**src/rtl/fp16_pair_packer.sv**
```systemverilog
// Packs a stream of FP16 elements into (a, b) operand pairs for the FP16 adder.
// An odd trailing element of a packet is padded with PAD_VALUE. Subnormals are
// optionally flushed to signed zero, and the bench-visible pair_count tracks
// every pair the adder accepts.
module fp16_pair_packer #(
  parameter logic [15:0] PAD_VALUE = 16'h0000,
  parameter bit          FTZ       = 1'b1,
  parameter int unsigned CNT_W     = 16
) (
  input  logic             clk,
  input  logic             rst,
  input  logic             flush,
  input  logic             s_valid,
  output logic             s_ready,
  input  logic [15:0]      s_data,
  input  logic             s_last,
  output logic             m_valid,
  input  logic             m_ready,
  output logic [15:0]      m_a,
  output logic [15:0]      m_b,
  output logic             m_last,
  output logic             m_pad,
  output logic [CNT_W-1:0] pair_count
);

  localparam int unsigned DATA_W = 16;

  typedef enum logic {
    EMPTY = 1'b0,
    HOLD  = 1'b1
  } state_t;

  state_t              state_q, state_d;
  logic [DATA_W-1:0]   hold_q, hold_d;
  logic [DATA_W-1:0]   m_a_d, m_b_d;
  logic                m_last_d, m_pad_d, m_valid_d;
  logic [CNT_W-1:0]    pair_count_d;

  logic                out_free;
  logic                acc;
  logic                drain;
  logic                load;
  logic [DATA_W-1:0]   x;

  // Handshake terms: the output slot is free when empty or being drained.
  assign out_free = !m_valid || m_ready;
  assign s_ready  = out_free && !flush;
  assign acc      = s_valid && s_ready;
  assign drain    = m_valid && m_ready;

  // Flush subnormals to signed zero since the adder always assumes a hidden 1.
  always_comb begin
    x = s_data;
    if (FTZ && (s_data[14:10] == 5'd0)) begin
      x = {s_data[15], 15'b0};
    end
  end

  // Next-state, hold register and output-register load decisions.
  always_comb begin
    state_d      = state_q;
    hold_d       = hold_q;
    load         = 1'b0;
    m_a_d        = m_a;
    m_b_d        = m_b;
    m_last_d     = m_last;
    m_pad_d      = m_pad;
    m_valid_d    = m_valid;
    pair_count_d = pair_count;

    if (flush) begin
      state_d = EMPTY;
    end else if (acc) begin
      unique case (state_q)
        EMPTY: begin
          if (s_last) begin
            load     = 1'b1;
            m_a_d    = x;
            m_b_d    = PAD_VALUE;
            m_last_d = 1'b1;
            m_pad_d  = 1'b1;
          end else begin
            hold_d  = x;
            state_d = HOLD;
          end
        end
        HOLD: begin
          load     = 1'b1;
          m_a_d    = hold_q;
          m_b_d    = x;
          m_last_d = s_last;
          m_pad_d  = 1'b0;
          state_d  = EMPTY;
        end
        default: state_d = EMPTY;
      endcase
    end

    if (load) begin
      m_valid_d = 1'b1;
    end else if (drain) begin
      m_valid_d = 1'b0;
    end

    if (drain) begin
      pair_count_d = pair_count + CNT_W'(1);
    end
  end

  // State, hold and output registers with synchronous reset.
  always_ff @(posedge clk) begin
    if (rst) begin
      state_q    <= EMPTY;
      hold_q     <= '0;
      m_valid    <= 1'b0;
      m_a        <= '0;
      m_b        <= '0;
      m_last     <= 1'b0;
      m_pad      <= 1'b0;
      pair_count <= '0;
    end else begin
      state_q    <= state_d;
      hold_q     <= hold_d;
      m_valid    <= m_valid_d;
      m_a        <= m_a_d;
      m_b        <= m_b_d;
      m_last     <= m_last_d;
      m_pad      <= m_pad_d;
      pair_count <= pair_count_d;
    end
  end

endmodule

```
**config.mk**
```make
export PLATFORM = sky130hd
export DESIGN_NAME = fp16_pair_packer
export DESIGN_NICKNAME = d
export VERILOG_FILES = /design/src/rtl/fp16_pair_packer.sv
export SDC_FILE = /design/constraint.sdc
export NUM_CORES = 1
export LEC_CHECK = 0
export BUFFER_PORTS_ARGS = -buffer_cell sky130_fd_sc_hd__buf_2
export CORE_ASPECT_RATIO = 0.9
export CORE_UTILIZATION = 47
export DETAILED_ROUTE_END_ITERATION = 8
export PLACE_DENSITY_LB_ADDON = 0.05
export REMOVE_ABC_BUFFERS = 1
export SYNTH_ARGS = -nofsm -noshare
export SYNTH_HDL_FRONTEND = slang
export SYNTH_SLANG_ARGS = --single-unit
```
**constraint.sdc**
```tcl
create_clock -name clk -period 1.39 [get_ports clk]
set_input_delay 0.0695 -clock clk [delete_from_list [all_inputs] [get_ports clk]]
set_output_delay 0.0695 -clock clk [all_outputs]
set_load 0.1 [all_outputs]
```
==> results.md, run 1 <==
* Status: completed
* Total core area at 5730 sq um
* Largest family of logic cells by synthesized area: simple AND/OR/NAND/NOR gates
* Initial antenna violation count at 0
* Tmin final at 1.35 ns
* Hold Crit Endpoint: hold_q[14]$_SDFFE_PP0P_
* Critical R2R Launch: pair_count[0]$_SDFFE_PP0P_
* Arr. time, crit path at 1.28 ns
* DR WL/cell at 14.1 um
* Area Overhead vs Synth at 35.9%
* Worst-path cell chain: buf_4 > buf_2
* EDFF count, synth at 0
* Total track usage at 22.1%
* DPL Wire Length at 4.60 mm
* Initial drt markers at 163
* Vias at 2621
* Synth warnings at 0
* Clock Latency Late Sink at 0.34 ns
* HP Class: in2reg
* Clk slew on worst S/H paths at 0.07 ns
* Die Y-Extent at 75.5 um
* Asr flop ratio synth at 0%
* Max_slew headroom at 67.1%
* Synth area leader: dfxtp_1
* Max-slew violation count at 0
* Largest net degree at the start of global routing at 31
* Clk root buf: clkbuf_8
* Total die area at 6320 sq um
* Hold path cells at 3
* Max Cap Viol at 0
* Adder-cell area share of the yosys netlist at 0.443%
* Final setup viols at 0
* Number of antenna diodes at 0
* Final Hold Violating Endpoints at 0
* Routed Antenna Nets at 0
* Cell Rows at 26
* Drc violations at 0
* Leading register cell type out of synthesis: dfxtp_1
* Post-synthesis mux area share at 2.53%
* First-pass GRT wire length at 10.9 mm
* DIE WIDTH at 83.7 um
* WP data required at 1.32 ns
* Tcrit/Tclk final at 97.2%
* Post-synthesis compound-gate area fraction at 15.6%
* Fillers at 491
* Fraction of layout cells with a size suffix above 1 at 35.2%
* Worst R2R End: pair_count[14]$_SDFFE_PP0P_
* Skew final at 0.00955 ns
* Final #Nets at 450
* Final Non-Filler Cells at 502
* Post-synthesis register bit count at 68
* Post-synthesis simple-gate area fraction at 23.2%
* Post-Place Cells at 468
* H-tree levels at 3
* Starting density of the core at 49.3%
* CP max stage delay at 0.42 ns
* Min-delay src: s_data[14]
* GP Congestion at 0.863
* Clk sink count at 68
* Avg Cell Area, Syn at 8.88 sq um
* Pwr Total at 0.00404 W
* Post-Synthesis Cells at 318
* XOR/XNOR share of the synthesized area at 3.72%
* TritonCTS clock tree: done
* I/O Buffers at 73
* Library cells used by synthesis at 39
* R2R cell count at 5
* CP Class: reg2out
* Area contributors post-synth: dfxtp_1 (48%), nor2_1 (6.4%), a21oi_1 (5.7%)
* Worst vdd ir at 883 uV
* R2R Setup Slk at 0.05 ns
* Leak pwr at 1.66 nW
* Total gr overflow at 0
* Worst Path Max Fanout at 3
* IO Count at 74
* Register area share after synthesis at 48.2%
* Critical Path End Type: output port
* PwrDens at 1050 nW/um^2
* Max clock buf depth at 2
* Average vias per placed instance at 5.22
* Crit path launch type: flip-flop
* Synthesized area at 2820 sq um
* Drt total wl at 7.08 mm
* Total CTS buffers at 9
* Unrepaired setup endpoints after global routing: yes
* Slowest-stage cell, CP: buf_2
* Vias in the first global route at 2247
* DRT Pass-1 Iters at 4
* Share of Yosys cell area claimed by the top area cell type at 48.2%
* Highest Clock Rate at 0.740 GHz
* Worst Max-Slew Pin Slew at 0.497 ns
## logic make-up (layout without fill, tap and decap cells)
| kind of cell | Yosys count | count (layout) |
|---|---|---|
| compound gates | 67 | 67 |
| xor+xnor | 12 | 12 |
| fa+ha+maj | 1 | 1 |
| buf+inv | 29 | 143 |
| flops | 68 | 68 |
| mux | 7 | 7 |
| simple gates | 134 | 134 |
## synthesized netlist by cell type, types with 3 or more instances
cell and n:
a211oi_1 15, a21oi_1 32, a22oi_1 6, a32oi_1 10, buf_2 5, buf_6 5, clkbuf_1 9, dfxtp_1 68
inv_1 5, mux2i_1 6, nand2_1 30, nand2b_1 3, nand3_1 24, nand4_1 4, nor2_1 48, nor3_1 7
nor4_1 4, xnor2_1 8, xor2_1 4
## registers in the layout (all words and copies together), names as in the netlist
name,flops
m_b,16
state_q,1
m_valid,1
m_a,16
hold_q,16
m_pad,1
m_last,1
pair_count,16
## cell type report
| type | count | area (sq um) | area share [%] |
|---|---|---|---|
| Multi-Input combinational cell | 221 | 1380 | 35.8 |
| Clock buffer | 11 | 141 | 3.68 |
| Tap cell | 70 | 87.6 | 2.28 |
| Sequential cell | 68 | 1370 | 35.7 |
| Inverter | 5 | 18.8 | 0.489 |
| Clock inverter | 5 | 27.5 | 0.717 |
| Timing Repair Buffer | 122 | 818 | 21.3 |
## metrics by stage
step | utilization (%) | hold slack, ns | TNS [ns] | setup slack [ns] | cell area (sq um)
after global placement | 59.2 | 0.257 | 0 | 0.0261 | 3390
final | 67.0 | 0.0100 | 0 | 0.0389 | 3840
after floorplan | - | 0.134 | -45.65 | -0.815 | 2660
after detailed placement | 59.2 | 0.261 | -0.148 | -0.0716 | 3390
after CTS | 64.8 | 0.000373 | 0 | 0.0115 | 3710
after global routing | 67.0 | 0.00353 | -0.0329 | -0.0116 | 3840
## how the worst max path moves through the flow
| stage | from | to | slack [ns] |
|---|---|---|---|
| 6_report | pair_count[2]$_SDFFE_PP0P_ | pair_count[2] | 0.04 |
| 5_1_grt | pair_count[0]$_SDFFE_PP0P_ | pair_count[14]$_SDFFE_PP0P_ | -0.01 |
| 4_1_cts | m_valid$_SDFFE_PP0P_ | s_ready | 0.01 |
| 3_5_place_dp | pair_count[0]$_SDFFE_PP0P_ | pair_count[14]$_SDFFE_PP0P_ | -0.07 |
| 3_3_place_gp | pair_count[0]$_SDFFE_PP0P_ | pair_count[12]$_SDFFE_PP0P_ | 0.03 |
| 2_1_floorplan | m_valid$_SDFFE_PP0P_ | pair_count[15]$_SDFFE_PP0P_ | -0.81 |
## routing by layer
layer,up-vias,track usage [%],wire (um)
met5,-,0,0
met4,0,4.90,46
met3,4,6.83,441
met2,79,35.2,3270
met1,1194,29.8,3320
li1,1344,-,-
## what timing repair did
action,in CTS,in global routing
hold buffers,13,0
hold endpoints to repair,13,0
endpoints found under the setup margin,8,34
resized for setup,5,23
pin swaps,2,7
buffers inserted,0,5
## critical path: cells and delay by family, from the launching register on
family / cells / cell delay, ns
flops: 1 / 0.38
buf+inv: 2 / 0.56
## report_power, final
part           switching (W)  internal, W
Clock               0.000723     0.000684
Sequential         0.0000262      0.00200
Combinational       0.000440     0.000167
## cell usage in the layout (no fill, tap or decap), drive strengths merged, types with 4 or more instances in the layout
master	netlist	routed
buf	15	107
dfxtp	68	68
nor2	48	48
a21oi	32	32
nand2	30	30
nand3	25	25
a211oi	16	16
dlygate4sd3	0	13
clkbuf	9	13
a32oi	10	10
xnor2	8	8
nor3	8	8
nand4	7	7
mux2i	6	6
a22oi	6	6
inv	5	5
xor2	4	4
clkinv	0	4
and4	4	4
nor4	4	4
Power figures use the tool's default switching activity.
==> run 2: changes to the inputs <==
- REMOVE_ABC_BUFFERS: 1 -> default
==> results.md, run 2 (synthesis gave the netlist of run 1 again) <==
* Status: finished, violations left (was completed)
* Violated checks: setup timing
* Number of antenna diodes at 0 (unchanged)
* Clk sink count at 68 (unchanged)
* Final setup viols at 1 (was 0)
* IO Count at 74 (unchanged)
* HP Class: in2reg (unchanged)
* Skew final at 0.00450 ns (was 0.00955 ns)
* Area Overhead vs Synth at 37.5% (was 35.9%)
* Worst Path Max Fanout at 11 (was 3)
* Clk slew on worst S/H paths at 0.07 ns (about the same)
* Leak pwr at 1.63 nW (was 1.66 nW)
* Tcrit/Tclk final at 100% (was 97.2%)
* Average vias per placed instance at 5.39 (was 5.22)
* Fraction of layout cells with a size suffix above 1 at 37.6% (was 35.2%)
* Worst vdd ir at 802 uV (was 883 uV)
* Initial drt markers at 108 (was 163)
* H-tree levels at 3 (unchanged)
* Crit path launch type: flip-flop (unchanged)
* Commonest cells after routing, fill and taps aside: buf_2 (72), dfxtp_1 (51), nor2_1 (47), a21oi_1 (32), nand2_1 (23) (was buf_2 (70), dfxtp_1 (64), nor2_1 (47), buf_4 (32), a21oi_1 (31))
* Critical Path End Type: flip-flop (was output port)
* Cell Rows at 26 (unchanged)
* Final #Nets at 436 (was 450)
* Clk root buf: clkbuf_8 (unchanged)
* Clock Latency Late Sink at 0.34 ns (about the same)
* Hold WS at 0.0141 ns (was 0.0100 ns)
* Max clock buf depth at 2 (unchanged)
* Arr. time, crit path at 1.63 ns (was 1.28 ns)
* PwrDens at 1110 nW/um^2 (was 1050 nW/um^2)
* Max-slew violation count at 0 (unchanged)
* Total gr overflow at 0 (unchanged)
* Drc violations at 0 (unchanged)
* Die Y-Extent at 75.5 um (unchanged)
* Total track usage at 22.7% (was 22.1%)
* Tmin final at 1.39 ns (was 1.35 ns)
* Starting density of the core at 49.3% (unchanged)
* Initial antenna violation count at 0 (unchanged)
* Total core area at 5730 sq um (unchanged)
* DR WL/cell at 14.6 um (was 14.1 um)
* CP Class: reg2reg (was reg2out)
* DPL Wire Length at 4.50 mm (was 4.60 mm)
* Finished Core Util at 67.8% (was 67.0%)
* TritonCTS clock tree: done (unchanged)
* Max_slew headroom at 66.8% (was 67.1%)
* I/O Buffers at 73 (unchanged)
* Worst Max-Slew Pin Slew at 0.501 ns (was 0.497 ns)
* Highest Clock Rate at 0.719 GHz (was 0.740 GHz)
* Total die area at 6320 sq um (unchanged)
* WP data required at 1.63 ns (was 1.32 ns)
* GP Congestion at 0.725 (was 0.863)
* Unrepaired setup endpoints after global routing: yes (unchanged)
* Vias in the first global route at 2349 (was 2247)
* DRT Pass-1 Iters at 5 (was 4)
* Commonest non-fill, non-tap cell in the layout: buf_2 (unchanged)
* Setup ws final at -0.000970 ns (was 0.0389 ns)
* Routed Antenna Nets at 0 (unchanged)
* First-pass GRT wire length at 11.2 mm (was 10.9 mm)
* DIE WIDTH at 83.7 um (unchanged)
* Post-Syn Nets at 341
* Max Cap Viol at 0 (unchanged)
* Largest net degree at the start of global routing at 44 (was 31)
* Drt total wl at 7.11 mm (was 7.08 mm)
* Vias at 2632 (was 2621)
* Total CTS buffers at 9 (unchanged)
* Final Hold Violating Endpoints at 0 (unchanged)
## run 2: layout make-up
type	count	area, sq um
clock buffers	15	176
well taps	70	87.6
clock inverters	1	30.0
multi-input cells	222	1410
flip-flops and latches	68	1420
repair buffers	107	733
inverters	5	22.5
fillers	458	1840
## run 2: layer usage
metal | part of all wire (%) | wire (um) | global-route usage (%) | up-vias
met2 | 46 | 3240 | 36.9 | 68
li1 | - | - | - | 1318
met4 | 1.0 | 71 | 6.21 | 0
met5 | 0 | 0 | 0 | -
met3 | 5.0 | 355 | 6.18 | 10
met1 | 48 | 3440 | 30.3 | 1236
## run 2: final timing paths
path,from,to,slack (ns),cells after the start
hold / removal,s_data[2],hold_q[2]$_SDFFE_PP0P_,0.01,3
hold reg to reg,hold_q[9]$_SDFFE_PP0P_,hold_q[9]$_SDFFE_PP0P_,0.45,2
setup reg to reg,state_q$_SDFFE_PP0N_,m_a[12]$_SDFFE_PP0P_,-0.001,3
setup / recovery,state_q$_SDFFE_PP0N_,m_a[12]$_SDFFE_PP0P_,-0.001,3
## run 2: report_power, final
| part | switching (W) | internal, W |
|---|---|---|
| Sequential | 0.0000285 | 0.00197 |
| Combinational | 0.000448 | 0.000172 |
| Clock | 0.000700 | 0.000979 |
| Total | 0.00118 | 0.00312 |
## run 2: critical path: stages, from the launching register on
cell and delay, ns:
dfxtp_2 0.34, or2_2 0.34, and4_2 0.35, a211oi_1 0.27
## run 2: per-stage QoR
stage                     instance area (sq um)  std cells  total power (W)   TNS [ns]  setup WS [ns]
final                                      3880        488          0.00430  -0.000970      -0.000970
after floorplan                            2960        318          0.00247      -3.42         -0.167
after global placement                     3450        457          0.00261    -0.0163       -0.00959
after detailed placement                   3450        457          0.00261     -0.515         -0.106
after global routing                       3880        488          0.00444     -0.230        -0.0432
after CTS                                  3830        486          0.00433          0        0.00226
## run 2: repair_timing
| item | CTS | global route |
|---|---|---|
| hold endpoints to repair | 11 | 0 |
| endpoints found under the setup margin | 35 | 18 |
| pin swaps | 2 | 2 |
| hold buffers | 11 | 0 |
| setup buffers | 0 | 2 |
| cloned | 2 | 0 |
| resized for setup | 4 | 7 |
==> run 3: changes to the inputs <==
- ABC_AREA: default -> 1
==> results.md, run 3 <==
* Placed Area at 3400 sq um (was 3450 sq um)
* CP startpoint: m_valid$_SDFFE_PP0P_ (was state_q$_SDFFE_PP0N_)
* Post-Place Cells at 526 (was 457)
* Synthesized area at 2810 sq um (was 2820 sq um)
* DR WL/cell at 12.0 um (was 14.6 um)
* Clk sink count at 68 (unchanged)
* Max Cap Viol at 0 (unchanged)
* Area Overhead vs Synth at 34.3% (was 37.5%)
* IO Count at 74 (unchanged)
* Starting density of the core at 49.1% (was 49.3%)
* Commonest cells after routing, fill and taps aside: nand2_1 (92), buf_2 (72), a21oi_1 (53), dfxtp_1 (53), nor2_1 (38) (was buf_2 (72), dfxtp_1 (51), nor2_1 (47), a21oi_1 (32), nand2_1 (23))
* Clk root buf: clkbuf_8 (unchanged)
* Die Y-Extent at 75.4 um (was 75.5 um)
* Max clock buf depth at 2 (unchanged)
* Tmin final at 1.30 ns (was 1.39 ns)
* Hold path cells at 3 (unchanged)
* CP Class: reg2reg (unchanged)
* DPL Wire Length at 4.51 mm (was 4.50 mm)
* Worst path top cell family by delay: simple AND/OR/NAND/NOR gates (unchanged)
* Unrepaired setup endpoints after global routing: yes (unchanged)
* Final Hold Violating Endpoints at 0 (unchanged)
* Total CTS buffers at 9 (unchanged)
* Min-delay src: s_data[6] (was s_data[2])
* Clock network power share at 33.9% (was 39.1%)
* Synth warnings at 0 (unchanged)
* Critical path depth in cells at 6 (was 3)
* P_sw at 0.00115 W (was 0.00118 W)
* Drt total wl at 6.72 mm (was 7.11 mm)
* Initial drt markers at 125 (was 108)
* Final #Nets at 510 (was 436)
* Cell Rows at 26 (unchanged)
* Leading register cell type out of synthesis: dfxtp_1 (unchanged)
* Clk slew on worst S/H paths at 0.07 ns (about the same)
* EDFF count, synth at 0 (unchanged)
* CP max stage delay at 0.37 ns (was 0.35 ns)
* TritonCTS clock tree: done (unchanged)
* Crit path buf inv count at 1 (was 0)
* Power share of the sequential group at 50.7% (was 46.5%)
* Post-Syn Nets at 410 (was 341)
* Area contributors post-synth: dfxtp_1 (48%), nand2_1 (12%), a21oi_1 (9.4%) (was dfxtp_1 (48%), nor2_1 (6.4%), a21oi_1 (5.7%))
* Initial antenna violation count at 0 (unchanged)
* Slowest-stage cell, CP: dfxtp_4 (was and4_2)
* Most common cell in the netlist: nand2_1 (was dfxtp_1)
* Largest net degree at the start of global routing at 36 (was 44)
* Avg Cell Area, Syn at 7.26 sq um (was 8.88 sq um)
* Synth area leader: dfxtp_1 (unchanged)
* Average vias per placed instance at 5.13 (was 5.39)
* Routed Antenna Nets at 0 (unchanged)
* Arr. time, crit path at 1.52 ns (was 1.63 ns)
* DIE WIDTH at 83.5 um (was 83.7 um)
* Total track usage at 22.1% (was 22.7%)
* Number of antenna diodes at 0 (unchanged)
* Worst vdd ir at 707 uV (was 802 uV)
* Finished Core Util at 65.9% (was 67.8%)
* I/O Buffers at 73 (unchanged)
* Status: completed (was finished, violations left)
* Highest Clock Rate at 0.769 GHz (was 0.719 GHz)
* Final setup viols at 0 (was 1)
* Comb pwr share at 15.4% (was 14.4%)
* Sw Share at 29.0% (was 27.4%)
* Worst Max-Slew Pin Slew at 0.499 ns (was 0.501 ns)
* Register area share after synthesis at 48.4% (was 48.2%)
* Crit path launch type: flip-flop (unchanged)
* Fraction of layout cells with a size suffix above 1 at 28.8% (was 37.6%)
* Drc violations at 0 (unchanged)
* Skew final at 0.00718 ns (was 0.00450 ns)
* Clock Latency Late Sink at 0.33 ns (was 0.34 ns)
* Critical R2R Launch: m_valid$_SDFFE_PP0P_ (was state_q$_SDFFE_PP0N_)
* Commonest non-fill, non-tap cell in the layout: nand2_1 (was buf_2)
* Fillers at 504 (was 458)
* Total die area at 6290 sq um (was 6320 sq um)
* R2R cell count at 6 (was 3)
* Top cells by count, synth: nand2_1 (93), dfxtp_1 (68), a21oi_1 (53) (was dfxtp_1 (68), nor2_1 (48), a21oi_1 (32))
* Critical Path End Type: flip-flop (unchanged)
* Vias in the first global route at 2475 (was 2349)
* Leak pwr at 1.73 nW (was 1.63 nW)
* Worst Path Max Fanout at 8 (was 11)
* Max-slew violation count at 0 (unchanged)
* Max_slew headroom at 67.0% (was 66.8%)
* WP data required at 1.61 ns (was 1.63 ns)
* Total core area at 5730 sq um (unchanged)
* Library cells used by synthesis at 26 (was 39)
* Post-route cell area at 3770 sq um (was 3880 sq um)
* DRT Pass-1 Iters at 5 (unchanged)
* Tcrit/Tclk final at 93.6% (was 100%)
* PwrDens at 1050 nW/um^2 (was 1110 nW/um^2)
* Vias at 2872 (was 2632)
* Asr flop ratio synth at 0% (unchanged)
* H-tree levels at 3 (unchanged)
* Worst-path cell chain: nand2_4 > nor2_4 > nand3b_1 > buf_4 > o21ai_0 > a21oi_1 (was or2_2 > and4_2 > a211oi_1)
* HP Class: in2reg (unchanged)
* Share of Yosys cell area claimed by the top area cell type at 48.4% (was 48.2%)
* Final Non-Filler Cells at 560 (was 488)
* Total gr overflow at 0 (unchanged)
* First-pass GRT wire length at 11.0 mm (was 11.2 mm)
* GP Congestion at 0.739 (was 0.725)
* Internal power at 0.00282 W (was 0.00312 W)
* Post-synthesis register bit count at 68 (unchanged)
* Post-Synthesis Cells at 387 (was 318)
## run 3: cell types whose count changed after synthesis, sizes merged, moves of 8 or more
cell | previous run | this run
nand3 | 25 | 15
a32oi | 10 | 0
a21oi | 32 | 53
a211oi | 16 | 1
inv | 5 | 26
xnor2 | 8 | 0
nand2 | 30 | 94
o21ai | 1 | 34
## run 3: worst register-to-register path, stage by stage, from the launching register on
cell      delay [ns]
dfxtp_4         0.37
nand2_4         0.08
nor2_4          0.12
nand3b_1        0.21
buf_4           0.21
o21ai_0         0.14
a21oi_1         0.05
## run 3: layer usage
layer / vias up / part of all wire (%) / track usage, %
met5: - / 0 / 0
met3: 2 / 7.9 / 6.83
met4: 0 / 0.40 / 6.78
met2: 101 / 43 / 35.0
li1: 1462 / - / -
met1: 1307 / 48 / 29.5
## run 3: final timing paths
path / endpoint / slack, ns
max: pair_count[7]$_SDFFE_PP0P_ / 0.09
max reg2reg: pair_count[7]$_SDFFE_PP0P_ / 0.09
min: m_b[6]$_SDFFE_PP0P_ / 0.02
min reg2reg: m_b[13]$_SDFFE_PP0P_ / 0.46
## run 3: cell families (layout without fill, tap and decap cells)
group	after synthesis	count (layout)	share of synthesized area, %
flops	68	68	48.4
buf+inv	47	150	6.95
compound gates	91	91	16.5
fa+ha+maj	1	1	0.445
simple gates	180	180	27.6
## run 3: power by group through the flow
stage	registers [W]	logic [W]	clock network, W
6_report	0.00201	0.000613	0.00135
5_1_grt	0.00202	0.000655	0.00148
4_1_cts	0.00201	0.000606	0.00140
3_5_place_dp	0.00206	0.000571	0
3_3_place_gp	0.00206	0.000566	0
2_1_floorplan	0.00228	0.000201	0
## run 3: what timing repair did
item | 4_1_cts | 5_1_grt
gates resized for setup | 1 | 7
hold endpoints to repair | 17 | 0
pin swaps | 0 | 4
hold buffers | 15 | 0
endpoints found under the setup margin | 1 | 23
cloned | 0 | 0
buffers inserted | 0 | 5
## run 3: through the flow
step | total power, W | setup WS, ns | hold WS, ns | TNS (ns)
6_report | 0.00397 | 0.0893 | 0.0171 | 0
4_1_cts | 0.00402 | 0.0198 | 0.00407 | 0
5_1_grt | 0.00415 | -0.0481 | 0.0174 | -0.108
3_3_place_gp | 0.00262 | 0.0991 | 0.316 | 0
3_5_place_dp | 0.00263 | 0.0469 | 0.321 | 0
2_1_floorplan | 0.00248 | -0.0862 | 0.145 | -0.835
## run 3: area by class of cell
class / instances / area (sq um) / share of cell area (%)
clock buffers: 11 / 141 / 3.75
clock inverters: 3 / 15.0 / 0.398
inverters: 26 / 97.6 / 2.59
multi-input cells: 272 / 1310 / 34.8
flip-flops and latches: 68 / 1410 / 37.3
well taps: 70 / 87.6 / 2.32
repair buffers: 110 / 712 / 18.9
